<file path="src/rtl/core_ctrl.sv">
// core_ctrl: multi-cycle sequencer for the nano_riscv core.
// Drives the one-hot datapath state bus, arbitrates the shared memory port
// between instruction fetch and load/store data access, and provides halt
// control plus a memory-response timeout that latches a sticky bus error.
//
// state | meaning
// ------+----------------------------------------------------------------
// IF    | fetch: request instruction at PC, wait for mem_ready
// EX    | execute: instruction on mem_rdata; ALU ops retire here
// MEM   | data access for a load/store, wait for mem_ready
// WB    | load data on mem_rdata; load/store retires here
module core_ctrl #(
  parameter int TIMEOUT = 16,
  parameter int CNT_W   = 5
) (
  input  logic       clk,
  input  logic       rstn,
  input  logic       halt,
  input  logic       is_ls,
  input  logic       is_store,
  input  logic       mem_ready,
  output logic [3:0] state,
  output logic       inst_L,
  output logic       mem_req,
  output logic       mem_we,
  output logic       addr_sel,
  output logic       pc_we,
  output logic       rd_we,
  output logic       bus_err,
  output logic       halted
);

  typedef enum logic [3:0] {
    ST_IF  = 4'b0001,
    ST_EX  = 4'b0010,
    ST_MEM = 4'b0100,
    ST_WB  = 4'b1000
  } state_e;

  // Last count value before the timeout fires; unused when TIMEOUT is 0.
  localparam logic [CNT_W-1:0] TO_LAST = (TIMEOUT == 0) ? '0 : CNT_W'(TIMEOUT - 1);

  state_e           state_q,    state_d;
  logic             inst_l_q,   inst_l_d;
  logic             is_store_q, is_store_d;
  logic             req_act_q,  req_act_d;
  logic [CNT_W-1:0] wait_cnt_q, wait_cnt_d;
  logic             bus_err_q,  bus_err_d;

  logic st_if, st_ex, st_mem, st_wb;
  logic stall;
  logic cnt_sat;
  logic timeout_hit;

  assign st_if  = state_q[0];
  assign st_ex  = state_q[1];
  assign st_mem = state_q[2];
  assign st_wb  = state_q[3];

  // A started fetch keeps requesting even if halt rises; a new fetch is
  // only started when neither halt nor a bus error is present.
  assign mem_req  = (st_if & (req_act_q | (~halt & ~bus_err_q))) | st_mem;
  assign addr_sel = st_mem;
  assign mem_we   = st_mem & is_store_q;
  assign pc_we    = (st_ex & ~is_ls) | st_wb;
  assign rd_we    = (st_ex & ~is_ls) | (st_wb & ~is_store_q);
  assign halted   = st_if & ~mem_req;
  assign state    = state_q;
  assign inst_L   = inst_l_q;
  assign bus_err  = bus_err_q;

  assign stall       = mem_req & ~mem_ready;
  assign cnt_sat     = &wait_cnt_q;
  // mem_ready in the same cycle masks the timeout, so ready always wins.
  assign timeout_hit = (TIMEOUT != 0) && stall && (wait_cnt_q == TO_LAST);

  // Next-state logic for the sequencer, wait counter and error flag.
  always_comb begin
    state_d    = state_q;
    inst_l_d   = inst_l_q;
    is_store_d = is_store_q;
    req_act_d  = req_act_q;
    wait_cnt_d = wait_cnt_q;
    bus_err_d  = bus_err_q;

    unique case (state_q)
      ST_IF: begin
        if (mem_req) begin
          if (mem_ready) begin
            state_d   = ST_EX;
            req_act_d = 1'b0;
          end else begin
            req_act_d = 1'b1;
          end
        end
      end
      ST_EX: begin
        if (is_ls) begin
          state_d    = ST_MEM;
          inst_l_d   = 1'b1;
          is_store_d = is_store;
        end else begin
          state_d = ST_IF;
        end
      end
      ST_MEM: begin
        if (mem_ready) begin
          state_d = ST_WB;
        end
      end
      ST_WB: begin
        state_d  = ST_IF;
        inst_l_d = 1'b0;
      end
      default: begin
        state_d   = ST_IF;
        inst_l_d  = 1'b0;
        req_act_d = 1'b0;
      end
    endcase

    // Counter measures stall length of the current request only.
    if (mem_ready || (state_d != state_q)) begin
      wait_cnt_d = '0;
    end else if (stall && !cnt_sat) begin
      wait_cnt_d = wait_cnt_q + 1'b1;
    end

    // Timeout abandons the request and parks the core in IF for good.
    if (timeout_hit) begin
      bus_err_d  = 1'b1;
      req_act_d  = 1'b0;
      wait_cnt_d = '0;
      state_d    = ST_IF;
      inst_l_d   = 1'b0;
    end
  end

  // State register with synchronous active-low reset.
  always_ff @(posedge clk) begin
    if (!rstn) begin
      state_q    <= ST_IF;
      inst_l_q   <= 1'b0;
      is_store_q <= 1'b0;
      req_act_q  <= 1'b0;
      wait_cnt_q <= '0;
      bus_err_q  <= 1'b0;
    end else begin
      state_q    <= state_d;
      inst_l_q   <= inst_l_d;
      is_store_q <= is_store_d;
      req_act_q  <= req_act_d;
      wait_cnt_q <= wait_cnt_d;
      bus_err_q  <= bus_err_d;
    end
  end

endmodule

</file>
<file path="config.mk">
export PLATFORM = sky130hd
export DESIGN_NAME = core_ctrl
export DESIGN_NICKNAME = d
export VERILOG_FILES = /design/src/rtl/core_ctrl.sv
export SDC_FILE = /design/constraint.sdc
export NUM_CORES = 1
export LEC_CHECK = 0
export ABC_AREA = 1
export CAP_MARGIN = 10
export CORE_MARGIN = 2
export CORE_UTILIZATION = 35
export DETAILED_ROUTE_END_ITERATION = 8
export GPL_ROUTABILITY_DRIVEN = 0
export GPL_TIMING_DRIVEN = 0
export PLACE_DENSITY_LB_ADDON = 0.08
export RECOVER_POWER = 100
export SLEW_MARGIN = 20
export SYNTH_ARGS = -nofsm -noshare
export SYNTH_HDL_FRONTEND = slang
export SYNTH_SLANG_ARGS = --single-unit
</file>
<file path="constraint.sdc">
create_clock -name clk -period 1.7 [get_ports clk]
set_input_delay 0.255 -clock clk [delete_from_list [all_inputs] [get_ports clk]]
set_output_delay 0.255 -clock clk [all_outputs]
set_load 0.01 [all_outputs]
</file>
---- After elaboration in Yosys (flattened, before gate mapping) ----
Index checks and enable logic that the tools add are counted.
storage, ports and cells
  register bits ........................... 13
  input port bits ......................... 6
  output and inout port bits .............. 12
  logic and storage cells ................. 57
operators by class
  $add $sub $neg .......................... 1
  equality and inequality tests ........... 8
  mux-type cells .......................... 10
  bitwise logic cells ..................... 20
  reduce and logical (&&, ||, !) cells .... 12
operators by type and width
  cell                                                  count
  2-to-1 mux 4 bit                                      3
  one-hot mux 4 bit (3 select lines)                    1
  inverter 1 bit                                        9
  AND 1 bit                                             7
  AND reduction 2 bit                                   3
  OR reduction 3 bit                                    2
  adder 5 x 1 -> 5 bit (second input constant)          1
  equality test 5 x 4 -> 1 bit (second input constant)  1
  AND reduction 5 bit                                   1
  equality test 4 x 1 -> 1 bit (second input constant)  1
  equality test 4 x 2 -> 1 bit (second input constant)  1
  equality test 4 x 3 -> 1 bit (second input constant)  1
  equality test 4 bit (second input constant)           1
  inequality test 2 bit (second input constant)         2
  inequality test 4 bit                                 1
  OR 1 bit                                              4
  one-hot mux 1 bit (2 select lines)                    2
  OR reduction 2 bit                                    2
  2-to-1 mux 1 bit                                      3
  2-to-1 mux 3 bit                                      1
  logical AND 1 bit                                     2
  zero test 1 bit                                       1
  logical OR 1 bit                                      1

---- Longest topological paths before layout ----
  depth after elaboration ................. 10
  gate-level depth with buffers ........... 11

---- Least setup slack after synthesis ----
No wires, ideal clock.
  path type ............................... register -> register
  start point ............................. register wait_cnt_q[0]
  end point ............................... register wait_cnt_q[0]
  arrival time ............................ 1257 ps
  data required time ...................... 1587 ps
  setup slack ............................. 330 ps
  cell stages (with the launch flop) ...... 10
  cell sequence ........................... dfxtp_1 -> ha_1 -> nand2_1 -> nor2_1 -> ha_1 -> nand3_2 -> nand2_1 -> nor2_1 -> nand3_2 -> nor2_1
between the ends
  longest elaborated chain between the ends .. 3
  elaborated cells on any way between the ends .. 7
  classes of those cells .................. 1 x add/sub; 1 x eq/ne; 5 x reduce/logical
RTL lines
  item                                                          line  text
  start, declared                                               47    logic [CNT_W-1:0] wait_cnt_q, wait_cnt_d;
  start signal, assigned                                        153   wait_cnt_q <= wait_cnt_d;
  branches (longest 3 deep; another with adder 5 x 1 -> 5 bit)  --
Several ways; the timed one is not identified.
A chain may end at the register's enable or synchronous reset.

---- Worst setup path in the final report ----
  start point ............................. register state_q[2], in the netlist state[2]
  end point ............................... output port state[2]
RTL lines
  item                    line  text
  start, declared         43    state_e state_q, state_d;
  start signal, assigned  149   state_q <= state_d;
  end, declared           22    output logic [3:0] state,
No word-level cell between the ends.

==> flow_metrics.tcl <==
set metrics [dict create \
    status "finished clean" \
    die_height_um 50.04 \
    synthSimpleGateAreaFrac_pct 35.41 \
    whs_ns 0.4984 \
    required_ns 1.44 \
    wire_per_inst_um 9.316 \
    period_share_pct 94.18 \
    yosysTopAreaCell "dfxtp_1" \
    area_delta_synth_final_pct 29.51 \
    wirelength_um 1444 \
    netlist_instances 107 \
    place_area_um2 945.9 \
    hp-class "flop to flop" \
    hold_buffers 0 \
    end_kind "output pin" \
    r2r-end "wait_cnt_q[0]" \
    synth_top_family_by_area "simple AND/OR/NAND/NOR gates" \
    vdd_drop_max_v 0.0003961 \
    dr_total_vias 698 \
    syn-num-nets 116 \
    grt_pass1_wl_um 2497 \
    track_usage_pct 12.82 \
    cp-start-kind "flop" \
    clk_pin_slew_ns 0.07 \
    clock_latency_ns 0.27 \
    cts_max_level 1 \
    cts_setup_buffers 0 \
    die_area_um2 2504 \
    antenna_found_initial 0 \
    r2r_cells 9 \
    dp_slack_ns -0.1571 \
    max_freq_mhz 624.6 \
    synth_area_leaders "dfxtp_1 (35%), nand2_1 (11%), nor2_1 (8.1%)" \
    clkPwrFrac_pct 30.6 \
    max_slew_margin_pct 82.77 \
    dpl.hpwl_um 1154 \
    finalWorstSetupSlack_ns 0.09887 \
    fin_cells 155 \
    crit_path_cell_trace "buf_4 > dlygate4sd3_1" \
    initial_utilization_pct 37.44 \
    cp-startpoint "state[2]" \
    fin_nets 138 \
    rsz0062_at_grt "false" \
    io_buffers 17 \
    num_rows 16 \
    drc 0 \
    min_period_ns 1.601 \
    insertedDiodeCount 0 \
    post-place-cells 151 \
    synth-warning-count 0 \
    critPathKind "flop to output pin" \
    finish.utilization_pct 48.48 \
    skew_ns 0.01070 \
    ys_seq_elements 13 \
    clockBufferDepth 2 \
    crit_slowest_cell "dlygate4sd3_1" \
    leakage_nw 0.4337 \
    grt_max_degree 9 \
    power_uw 620.6 \
    rr_startpoint "wait_cnt_q[0]" \
    worstMarginPinSlew_ns 0.2581 \
    final_common_cell "nand2_1" \
    post-synth-top-area-fraction_pct 35.08 \
    grt_overflow 0 \
    ios 18 \
    sw_frac_of_total_pct 27.42 \
    r2r_slack_ns 0.14 \
    drv_slew 0 \
    ant_nets 0 \
    synth_cell_type_count 22 \
    die_x_um 50.04 \
    core_area_um2 1982 \
    synth-compound-area-share_pct 9.781 \
    hold-path-cell-count 2 \
    p_int_uw 450.4 \
    synth_fa_ha_area_share_pct 5.059 \
    cts_tree "built" \
    switchingPower_uw 170.2 \
    cts_made_buffers 3 \
    clkSinkCount 13 \
    drtIter0Drc 13 \
    syn_area_um2 742.0 \
    power_density_nw_per_um2 645.9 \
    power_frac_comb_pct 18.0 \
    setup_violations 0 \
    final_cell_mix "nand2_1 (22), inv_1 (16), nor2_1 (16)" \
    synth_seq_area_share_pct 35.08 \
    maxCapViolCount 0 \
    slowest_delay_ns 0.59 \
    synth-xor-area-share_pct 3.541 \
    path_max_fanout 6 \
    cp.arrival_ns 1.35 \
    dr.pass1.iters 5 \
    drive_above_1_share_pct 14.84 \
    seq_power_share_pct 51.4 \
    grt_pass1_vias 638 \
    endpoint "state[2]" \
    final_area_um2 960.9 \
    avgSynthCellArea_um2 6.934 \
    cts-root-buf "clkbuf_4" \
    num-fill-cells 201 \
    synth_mux_area_share_pct 0 \
    fin_tns_setup_ns 0 \
    hold_viol 0 \
    viasPerCell 4.503 \
]
## power groups by stage
stage / registers [mW] / clock network [mW] / logic (mW)
floorplan: 0.327 / 0 / 0.0694
global placement: 0.326 / 0 / 0.121
detailed placement: 0.327 / 0 / 0.121
CTS: 0.320 / 0.200 / 0.119
global route: 0.321 / 0.217 / 0.125
finish: 0.319 / 0.190 / 0.112
## cell families (layout without fill, tap and decap cells)
family | after synthesis | count (layout)
adders and majority gates | 3 | 3
xor gates and xnor gates | 3 | 3
DFF | 13 | 13
and+or+nand+nor | 54 | 54
AOI/OAI and AO/OA | 13 | 13
buffers and inverters | 21 | 42
## per-layer routing
metal  share of wire, %  vias to the layer above  wire length, µm  GRT usage, %
li1                   -                      373                -             -
met1                 46                      310              670         13.91
met2                 48                       13              690         23.25
met3                4.6                        2               67         2.121
met4                1.0                        0               15         6.944
met5                  0                        -                0             0
## how the worst min path moves through the flow
stage                     from          to  slack [ns]
floorplan                 rstn    state[0]        0.34
global placement       bus_err     bus_err        0.49
detailed placement     bus_err     bus_err        0.49
CTS                    bus_err     bus_err        0.50
global route        is_store_q  is_store_q        0.52
finish              is_store_q  is_store_q        0.50
## cell type report
cell class | instances | area, µm² | area share, %
tap | 27 | 33.78 | 3.516
clock buffer | 4 | 26.28 | 2.734
inverter | 20 | 75.07 | 7.812
multi-input combinational | 73 | 394.1 | 41.02
buffer | 1 | 7.507 | 0.7812
sequential | 13 | 262.8 | 27.34
timing repair buffer | 17 | 161.4 | 16.80
## cells in the mapped netlist
cell      instances
a21oi_1           5
buf_4             1
clkinv_1          2
dfxtp_1          13
ha_1              3
inv_1            15
inv_2             3
nand2_1          22
nand2_2           2
nand3_1           4
nand3_2           4
nand3_4           1
nor2_1           16
nor2_2            4
nor3_1            1
o211ai_1          1
o21ai_0           4
o21ai_1           1
o21ai_2           1
o22ai_1           1
xnor2_1           2
xor2_1            1
## critical path: cells and delay by family, from the launching register on
kind / cells / cell delay (ns)
buffers and inverters: 2 / 0.71
DFF: 1 / 0.38
## what timing repair did
action                                 CTS  global route
setup endpoints to repair                3             2
resized for setup                        5             2
endpoints found under the hold margin    0             0
## registers in the layout, summed over array words and instances (netlist names)
name	count
inst_L	1
wait_cnt_q	5
state	4
bus_err	1
is_store_q	1
req_act_q	1
(Power assumes the default switching activity.)
